## src/rtl/mem_access_sequencer.sv

```systemverilog
// Memory-stage load/store sequencer: latches one request and drives a handshaked data bus.
// It stalls the pipeline until the slave acks or TIMEOUT wait cycles elapse, then retires in a one-cycle DONE state.
module mem_access_sequencer #(
  parameter int unsigned TIMEOUT = 15
) (
  input  logic        clk,
  input  logic        reset,
  input  logic        mem_enable,
  input  logic        mem_rw,
  input  logic        mem_size,
  input  logic [31:0] address,
  input  logic [31:0] write_data,
  output logic        stall,
  output logic [31:0] load_data,
  output logic        load_valid,
  output logic        access_error,
  output logic        bus_req,
  output logic        bus_we,
  output logic [31:0] bus_addr,
  output logic [31:0] bus_wdata,
  output logic [3:0]  bus_be,
  input  logic [31:0] bus_rdata,
  input  logic        bus_ack
);

  typedef enum logic [1:0] {IDLE, WAIT, DONE} state_t;

  localparam logic [7:0] CNT_LAST = 8'(TIMEOUT - 1);

  state_t      state, state_nxt;
  logic [7:0]  cnt;
  logic        req_size;
  logic [1:0]  req_lane;
  logic        aligned;
  logic        expire;

  assign aligned = ~mem_size | (address[1:0] == 2'b00);
  assign expire  = (cnt == CNT_LAST);
  assign stall   = ((state == IDLE) & mem_enable & ~reset) | (state == WAIT);

  always_ff @(posedge clk) begin
    if (reset) state <= IDLE;
    else       state <= state_nxt;
  end

  always_comb begin
    state_nxt = state;
    case (state)
      IDLE:    if (mem_enable) state_nxt = aligned ? WAIT : DONE;
      WAIT:    if (bus_ack || expire) state_nxt = DONE;
      DONE:    state_nxt = IDLE;
      default: state_nxt = IDLE;
    endcase
  end

  always_ff @(posedge clk) begin
    if (reset) begin
      bus_req      <= 1'b0;
      bus_we       <= 1'b0;
      bus_addr     <= 32'h0;
      bus_wdata    <= 32'h0;
      bus_be       <= 4'b0000;
      load_data    <= 32'h0;
      load_valid   <= 1'b0;
      access_error <= 1'b0;
      cnt          <= 8'h0;
      req_size     <= 1'b0;
      req_lane     <= 2'b00;
    end else begin
      load_valid   <= 1'b0;
      access_error <= 1'b0;
      case (state)
        IDLE: begin
          if (mem_enable) begin
            if (aligned) begin
              bus_req   <= 1'b1;
              bus_we    <= mem_rw;
              bus_addr  <= {address[31:2], 2'b00};
              bus_be    <= mem_size ? 4'b1111 : (4'b0001 << address[1:0]);
              bus_wdata <= mem_size ? write_data : {4{write_data[7:0]}};
              req_size  <= mem_size;
              req_lane  <= address[1:0];
              cnt       <= 8'h0;
            end else begin
              access_error <= 1'b1;
            end
          end
        end
        WAIT: begin
          // An ack in the expiry cycle wins over the timeout.
          if (bus_ack) begin
            bus_req <= 1'b0;
            if (!bus_we) begin
              load_valid <= 1'b1;
              load_data  <= req_size ? bus_rdata
                                     : {24'h0, bus_rdata[{req_lane, 3'b000} +: 8]};
            end
          end else if (expire) begin
            bus_req      <= 1'b0;
            access_error <= 1'b1;
          end else begin
            cnt <= cnt + 8'h1;
          end
        end
        default: ;
      endcase
    end
  end

endmodule
```

## config.mk

```make
export PLATFORM = sky130hd
export DESIGN_NAME = mem_access_sequencer
export DESIGN_NICKNAME = d
export VERILOG_FILES = /design/src/rtl/mem_access_sequencer.sv
export SDC_FILE = /design/constraint.sdc
export NUM_CORES = 1
export LEC_CHECK = 0
export ABC_AREA = 1
export CAP_MARGIN = 20
export CORE_UTILIZATION = 45
export DETAILED_ROUTE_END_ITERATION = 7
export DONT_BUFFER_PORTS = 1
export PLACE_DENSITY_LB_ADDON = 0.05
export SYNTH_ARGS = -nofsm -noshare
export SYNTH_HDL_FRONTEND = slang
export SYNTH_SLANG_ARGS = --single-unit
```

## constraint.sdc

```tcl
create_clock -name clk -period 2.2 [get_ports clk]
set_clock_uncertainty 0.1 [all_clocks]
set_input_delay 0.11 -clock clk [delete_from_list [all_inputs] [get_ports clk]]
set_output_delay 0.11 -clock clk [all_outputs]
set_load 0.05 [all_outputs]
```

* Word-level counts from Yosys, hierarchy flattened
Cells that the tools add are included.
Cells by class: shift-type cells 2, mux-type cells 23, add/sub/neg operators 1, reductions and logical operators 10, bitwise gates (word level) 9, equal/unequal tests 8
Operators with widths (number):
- two-way mux 32 bit | 2
- two-way mux 8 bit | 4
- variable part select 32 x 6 -> 8 bit | 1
- one-hot mux 8 bit (2 select lines) | 1
- two-way mux 1 bit | 9
- adder 8 x 1 -> 8 bit (second input constant) | 1
- == test 8 x 4 -> 1 bit (second input constant) | 1
- inequality test 2 bit (second input constant) | 4
- two-way mux 2 bit | 3
- AND reduction 3 bit | 2
- inverter 1 bit | 5
- AND reduction 5 bit | 1
- logical NOT 2 bit | 2
- two-way mux 4 bit | 1
- one-hot mux 1 bit (2 select lines) | 2
- one-hot mux 2 bit (2 select lines) | 1
- AND reduction 4 bit | 1
- left shift 1 x 2 -> 4 bit (first input constant) | 1
- inequality test 3 bit (second input constant) | 1
- OR reduction 3 bit | 1
- bitwise AND 1 bit | 2
- == test 2 x 1 -> 1 bit (second input constant) | 1
- inequality test 2 x 1 -> 1 bit (second input constant) | 1
- OR 1 bit | 2
- other kinds (3) | 3
Word-level totals: logic and storage cells 65, output and inout port bits 105, flip-flop bits (word level) 115, input port bits 102

* Logic depth before layout (Yosys ltp)
Gate-level depths: netlist of the first run.
word-level depth 5, gate-level depth with buffers 11, gate-level depth less buffers 10

* Worst setup path after synthesis of the first run
Ideal clock, no wire load.
path kind input to output, start input port reset, end output port stall, arrival time 1.637 ns, required time 1.990 ns, path slack 0.353 ns, buffers on the path 2, stages on the path 5, cell sequence clkbuf_1 inv_1 buf_2 nand2_1 o21ai_0
On the way: longest elaborated chain between the ends 3
Ends and longest elaborated chain:
- start, declared | RTL line 7 | input logic reset,
- inverter 1 bit | RTL line 39 | assign stall = ((state == IDLE) & mem_enable & ~reset) | (state == WAIT);
- bitwise AND 1 bit | RTL line 39
- OR 1 bit | RTL line 39
- end, declared | RTL line 13 | output logic stall,
No other way between the ends.

* Worst setup path in the final report of the first run
start register state[1], end register bus_addr[27]
On the way: longest elaborated chain between the ends 2
Ends and longest elaborated chain:
- start, declared | RTL line 30 | state_t state, state_nxt;
- start signal, assigned | RTL line 43 | else state <= state_nxt;
- logical NOT 2 bit | RTL line 72 | case (state)
- AND reduction 3 bit (no line)
- end signal, assigned | RTL line 78 | bus_addr <= {address[31:2], 2'b00};
- end, declared | RTL line 19 | output logic [31:0] bus_addr,
No other way between the ends. A chain may end at the register's enable or synchronous reset.

==> results of run 1 <==
what timing repair did:
item                                    CTS  global route
endpoints found under the setup margin    0             5
hold endpoints to repair                110             0
hold buffers                            123             0
gates resized for setup                   0             4
cell families after synthesis:
family	Yosys count	share of synthesized area [%]
flip-flops	115	48.2
AND/OR/NAND/NOR	295	26.2
adder cells (fa/ha/maj)	2	0.523
buffers and inverters	67	7.33
AO/OA/AOI/OAI	142	17.7
other	1	0.0784
stage by stage:
step	std cells	hold slack, ps	power (mW)
after floorplan	623	153	3.04
after global placement	725	81.6	3.09
after detailed placement	725	82.7	3.11
after CTS	879	1.36	5.92
after global routing	880	6.80	6.14
final	880	-11.4	5.91
placed cells by master, fill, tap and decap left out, drive strengths merged:
cell | Yosys | layout
bufinv | 0 | 2
a21oi | 61 | 61
clkinv | 1 | 7
dfxtp | 115 | 115
clkbuf | 14 | 22
nor2 | 17 | 17
o21ai | 53 | 53
nand3 | 71 | 71
a31oi | 3 | 3
ha | 2 | 2
clkinvlp | 0 | 2
buf | 30 | 11
a211oi | 1 | 1
inv | 22 | 22
o211a | 24 | 24
conb | 1 | 2
nand2 | 205 | 205
nor3b | 1 | 1
dlygate4sd3 | 0 | 122
nor3 | 1 | 1
power by group through the flow:
stage / clock (mW) / sequential (mW) / combinational (mW)
final: 2.60 / 2.63 / 0.684
after global routing: 2.76 / 2.64 / 0.749
after CTS: 2.64 / 2.62 / 0.654
after floorplan: 0 / 2.65 / 0.395
after detailed placement: 0 / 2.67 / 0.437
after global placement: 0 / 2.67 / 0.424
routing by layer:
| metal | GRT usage (%) | share of wire (%) | vias up |
|---|---|---|---|
| li1 | - | - | 2289 |
| met1 | 30.5 | 40 | 2217 |
| met2 | 43.2 | 49 | 244 |
| met3 | 9.98 | 9.3 | 25 |
| met4 | 11.2 | 1.9 | 0 |
| met5 | 0 | 0 | - |
registers in the layout (all words and copies together), names as in the netlist:
signal,count
bus_wdata,32
load_data,32
bus_addr,30
cnt,8
bus_be,4
req_lane,2
state,2
access_error,1
bus_req,1
bus_we,1
load_valid,1
req_size,1
cell usage after synthesis:
master      n
a31oi_1     3
ha_1        2
o211a_1    24
buf_6      10
buf_1       7
conb_1      1
nor3_1      1
o21ai_1    27
buf_4       2
nand2_2     2
clkbuf_1   14
nand3_2     2
nor2_8      1
nand2_4     1
nand3_1    69
dfxtp_1   115
inv_4       1
nand2_1   202
a21oi_1    59
inv_2       6
nor2_1     14
o21ai_0    26
inv_1      15
a21oi_2     2
a211oi_1    1
clkinv_1    1
nor2_4      2
buf_2      11
nor3b_1     1
worst max-delay path, cell delays in order, from the launching register on:
cell and delay (ps):
dfxtp_1 360, nor2_1 170, nand3_2 130, inv_4 230
buf_16 230, nand2_1 70, a21oi_1 140, dlygate4sd3_1 570
area by class of cell:
| cell class | instances | area, um^2 | area share (%) |
|---|---|---|---|
| Tap cell | 136 | 170 | 2.57 |
| Clock inverter | 10 | 109 | 1.64 |
| Sequential cell | 115 | 2300 | 34.8 |
| Timing Repair Buffer | 134 | 1370 | 20.6 |
| Clock buffer | 21 | 449 | 6.79 |
| Multi-Input combinational cell | 441 | 2130 | 32.2 |
| Inverter | 23 | 91.3 | 1.38 |
how the worst max path moves through the flow:
stage | cells past startpoint | startpoint | slack, ps | end
2_1_floorplan | 5 | reset | 350 | stall
3_3_place_gp | 7 | state[1]$_SDFFE_PP0P_ | 460 | cnt[1]$_SDFFE_PP0P_
3_5_place_dp | 6 | state[1]$_SDFFE_PP0P_ | 380 | cnt[2]$_SDFFE_PP0P_
4_1_cts | 7 | state[1]$_SDFFE_PP0P_ | 30 | bus_addr[27]$_SDFFE_PP0P_
5_1_grt | 7 | state[1]$_SDFFE_PP0P_ | 40 | bus_addr[13]$_SDFFE_PP0P_
6_report | 7 | state[1]$_SDFFE_PP0P_ | 130 | bus_addr[27]$_SDFFE_PP0P_
==> flow_summary.ini, run 1 <==
[routing]
drt_iter0_drc = 361
ant_nets = 0
wl_per_cell_um = 16.7
route.vias.total = 4775
wl_um = 14700
viasPerCell = 5.43
drc_errors = 0
dr.pass1.iters = 5

[grt]
first_global_vias = 4613
grt_overflow = 0
grt_usage_pct = 26.3
grt_antenna_before_repair = 0
grt_pass1_wl_um = 23000
grt_start_max_net_pins = 74

[final_layout]
nFillCells = 882
drive_gt1_share_pct = 7.93
layout.nets = 836
fin_util_pct = 64.1
area_delta_synth_final_pct = 38.4
stdcell_area_mm2 = 0.00662
antenna_cells = 0

[setup_path]
r2r_cells = 7
startpoint_type = flip-flop
rr_startpoint = state[1]$_SDFFE_PP0P_
r2r_slack_ps = 130
critPathRequiredTime_ps = 2550
r2r_end = bus_addr[27]$_SDFFE_PP0P_
setup.worst_path.end_class = flip-flop
cp_max_fo = 37
cp_data_arrival_time_ps = 2420
critPathKind = reg2reg

[clocking]
worstSkewPairLatency_ps = 500
cts-root-buf = clkbuf_8
htreeDepth = 4
path_clk_slew_ps = 60
numCtsBuffers = 17
cts_setup_buffers = 0
cts.sink_count = 115
cts_tree = built
clock_path_buffers = 2

[sta]
period_minus_slack_ps = 2070
post-route-period-util_pct = 94.2
whs_ps = -11.4
worstMarginPinSlew_ps = 961
rsz0062_at_grt = false
slew_viol_final = 0
finalHoldViolCount = 2
max_freq_ghz = 0.483
fin_setup_tns_ps = 0
setup_viol = 0
setup_slack_ps = 128
relSlewSlack_pct = 35.8

[worst_hold_path]
worstHoldStart = mem_size
whs_endpoint = bus_be[2]$_SDFFE_PP0P_
holdCritPathClass = in2reg
hold-path-cell-count = 5

[placed_design]
hpwl_um = 8760
finalWeightedCongestion = 0.840
post_dp_cell_area_mm2 = 0.00478
port_buffers = 0
pre_cts_ws_ps = 377

[power]
power_per_cell_area_mw_per_mm2 = 893
p_int_mw = 4.16
leakagePower_nw = 2.69
seqPwrFrac_pct = 44.4
p_comb_share_pct = 11.6
clkPwrFrac_pct = 44.0
vdd_drop_max_uv = 570
swShare_pct = 29.7
netSwitchingPower_mw = 1.76

[floorplan]
core_area_mm2 = 0.0103
dieArea_mm2 = 0.0110
die_w_um = 105
die_h_um = 105
start_util_pct = 46.3
io_pins = 207
rows = 37

[synthesis]
netlist_instances = 622
yosysUniqueCellTypes = 29
yosys-top-cells-area = dfxtp_1, nand2_1, nand3_1
yosys.area.top_type = dfxtp_1
synth_top_area_share_pct = 48.2
ys_warn_count = 0
seq_area_frac_synth_pct = 48.2
synth.avg_cell_area_um2 = 7.69
syn_area_mm2 = 0.00478
yosys_register_bits = 115

[run_status]
status = finished, violations left
violations = negative hold slack

[job]
cap_violations = 0
Note: power is estimated with default switching activity, not from simulation.
==> run 2: changes to the inputs <==
CORE_ASPECT_RATIO = 0.8   (was unset)
CTS_BUF_LIST = sky130_fd_sc_hd__clkbuf_4   (was unset)
clock period = 2.4 ns   (was 2.2 ns; I/O delays follow)
==> run 2 against run 1 <==
The flow now finishes without violations. Count of clock-buffer cells in the layout down 1. Core utilization down 1.6 points. Non-clock buffer count up 10. Clock power down 48%. Register-to-register slack better by 90 ps. Sequential cell count unchanged. Critical path type is now in2reg. Largest power group unchanged. Highest routed layer unchanged.
==> flow_summary.ini, run 2 (synthesis gave the netlist of run 1 again) <==
[setup_path]
cp_data_arrival_time_ps = 2510
startpoint_type = input pin
path_cells = dlygate4sd3_1, inv_2, nand2_1, nand2_1, nand3_2, clkinv_2, buf_12, nand2_1, dlygate4sd3_1, a31oi_1
r2r_slack_ps = 220
crit_path_top_delay_cell = dlygate4sd3_1
r2r_end = bus_be[2]$_SDFFE_PP0P_
cp_max_fo = 39
critPathRequiredTime_ps = 2670
critPathKind = in2reg
r2r_cells = 7
setup.worst_path.end_class = flip-flop
rr_startpoint = state[1]$_SDFFE_PP0P_
cp_slowest_stage_delay_ps = 640
crit_top_cell = nand2_1

[grt]
grt_antenna_before_repair = 0
grt_usage_pct = 26.6
grt_pass1_wl_um = 22400
grt_start_max_net_pins = 52
grt_overflow = 0
first_global_vias = 4452

[sta]
finalHoldViolCount = 0
slew_viol_final = 0
max_freq_ghz = 0.447
setup_viol = 0
period_minus_slack_ps = 2240
relSlewSlack_pct = 56.1
worstMarginPinSlew_ps = 658
rsz0062_at_grt = false
post-route-period-util_pct = 93.3
fin_setup_tns_ps = 0

[routing]
wl_um = 14500
ant_nets = 0
met2WireLength_um = 6850
wl_per_cell_um = 16.2
viasPerCell = 5.28
drt_iter0_drc = 338
wl_met3_um = 1380
dr.pass1.iters = 7
route.vias.total = 4727
highest_layer = met4
drc_errors = 0
wl_met1_um = 6100

[floorplan]
io_pins = 207
die_h_um = 94.2
start_util_pct = 46.5
rows = 33
die_w_um = 117
dieArea_mm2 = 0.0110
core_area_mm2 = 0.0103

[clocking]
cts-root-buf = clkbuf_4
path_clk_slew_ps = 100
numCtsBuffers = 17
clock_path_buffers = 2
worstSkewPairLatency_ps = 490
htreeDepth = 4
cts.sink_count = 115
cts_setup_buffers = 0
cts_tree = built

[final_layout]
area_delta_synth_final_pct = 34.4
multiInputGateArea_mm2 = 0.00213
final_cell_mix = nand2_1, dlygate4sd3_1, dfxtp_1
drive_gt1_share_pct = 7.55
final_common_cell = nand2_1
nFillCells = 912
reg.largest.list = bus_wdata x32, load_data x32, bus_addr x30
antenna_cells = 0
layout.nets = 846
stdcell_count = 895
ff_latch_area_mm2 = 0.00230

[power]
leakagePower_nw = 2.58
vdd_drop_max_uv = 442
power_per_cell_area_mw_per_mm2 = 684
total_power_mw = 4.39

[worst_hold_path]
holdCritPathClass = in2reg
hold-path-cell-count = 3
whs_endpoint = bus_addr[7]$_SDFFE_PP0P_
worstHoldStart = address[7]

[run_status]
status = complete, no violations

[job]
cap_violations = 0

[placed_design]
finalWeightedCongestion = 0.808
dp_cells = 727
port_buffers = 0
hpwl_um = 9080
-- run 2: how the worst max path moves through the flow --
stage / cells after the start / startpoint / slack [ps] / endpoint
final: 10 / address[1] / 160 / bus_be[2]$_SDFFE_PP0P_
after global routing: 7 / state[1]$_SDFFE_PP0P_ / 60 / req_size$_SDFFE_PP0P_
after CTS: 8 / mem_size / 20 / bus_wdata[6]$_SDFFE_PP0P_
after detailed placement: 6 / state[0]$_SDFFE_PP0P_ / 660 / load_data[16]$_SDFFE_PP0P_
after global placement: 6 / state[0]$_SDFFE_PP0P_ / 690 / load_data[11]$_SDFFE_PP0P_
after floorplan: 5 / reset / 530 / stall
-- run 2: metal layers --
metal	up-vias	track usage (%)
li1	2323	-
met1	2202	32.7
met4	0	7.38
met3	14	10.8
met5	-	0
met2	188	42.6
-- run 2: timing repair --
action                                  in CTS  in global routing
resized for setup                            0                  3
hold buffers                               136                  0
endpoints found under the setup margin       0                 11
hold endpoints to repair                   111                  0
-- run 2: worst max-delay path, delay by kind of cell --
family                 cells  cell delay, ps
buffers and inverters      5            1840
AND/OR/NAND/NOR            4             420
AO/OA/AOI/OAI              1             100
-- run 2: through the flow --
step                      util [%]  setup slack [ps]  instance area (um^2)  hold WS [ps]
after floorplan                  -               533                  4780           163
after global placement        46.5               687                  4780          93.0
after detailed placement      46.5               661                  4780          95.3
after CTS                     62.4              20.8                  6420           153
after global routing          62.5              56.0                  6430           175
final                         62.5               161                  6430           213
-- run 2: cell type report --
cell class / instances / area share (%)
clock buffers: 20 / 2.34
clock inverters: 12 / 1.79
inverters: 23 / 1.40
multi-input cells: 441 / 33.2
flip-flops and latches: 115 / 35.8
well taps: 140 / 2.73
repair buffers: 144 / 22.8
-- run 2: report_power, final --
group	switching (mW)	internal [mW]
logic	0.332	0.292
registers	0.401	2.01
clock network	0.724	0.636
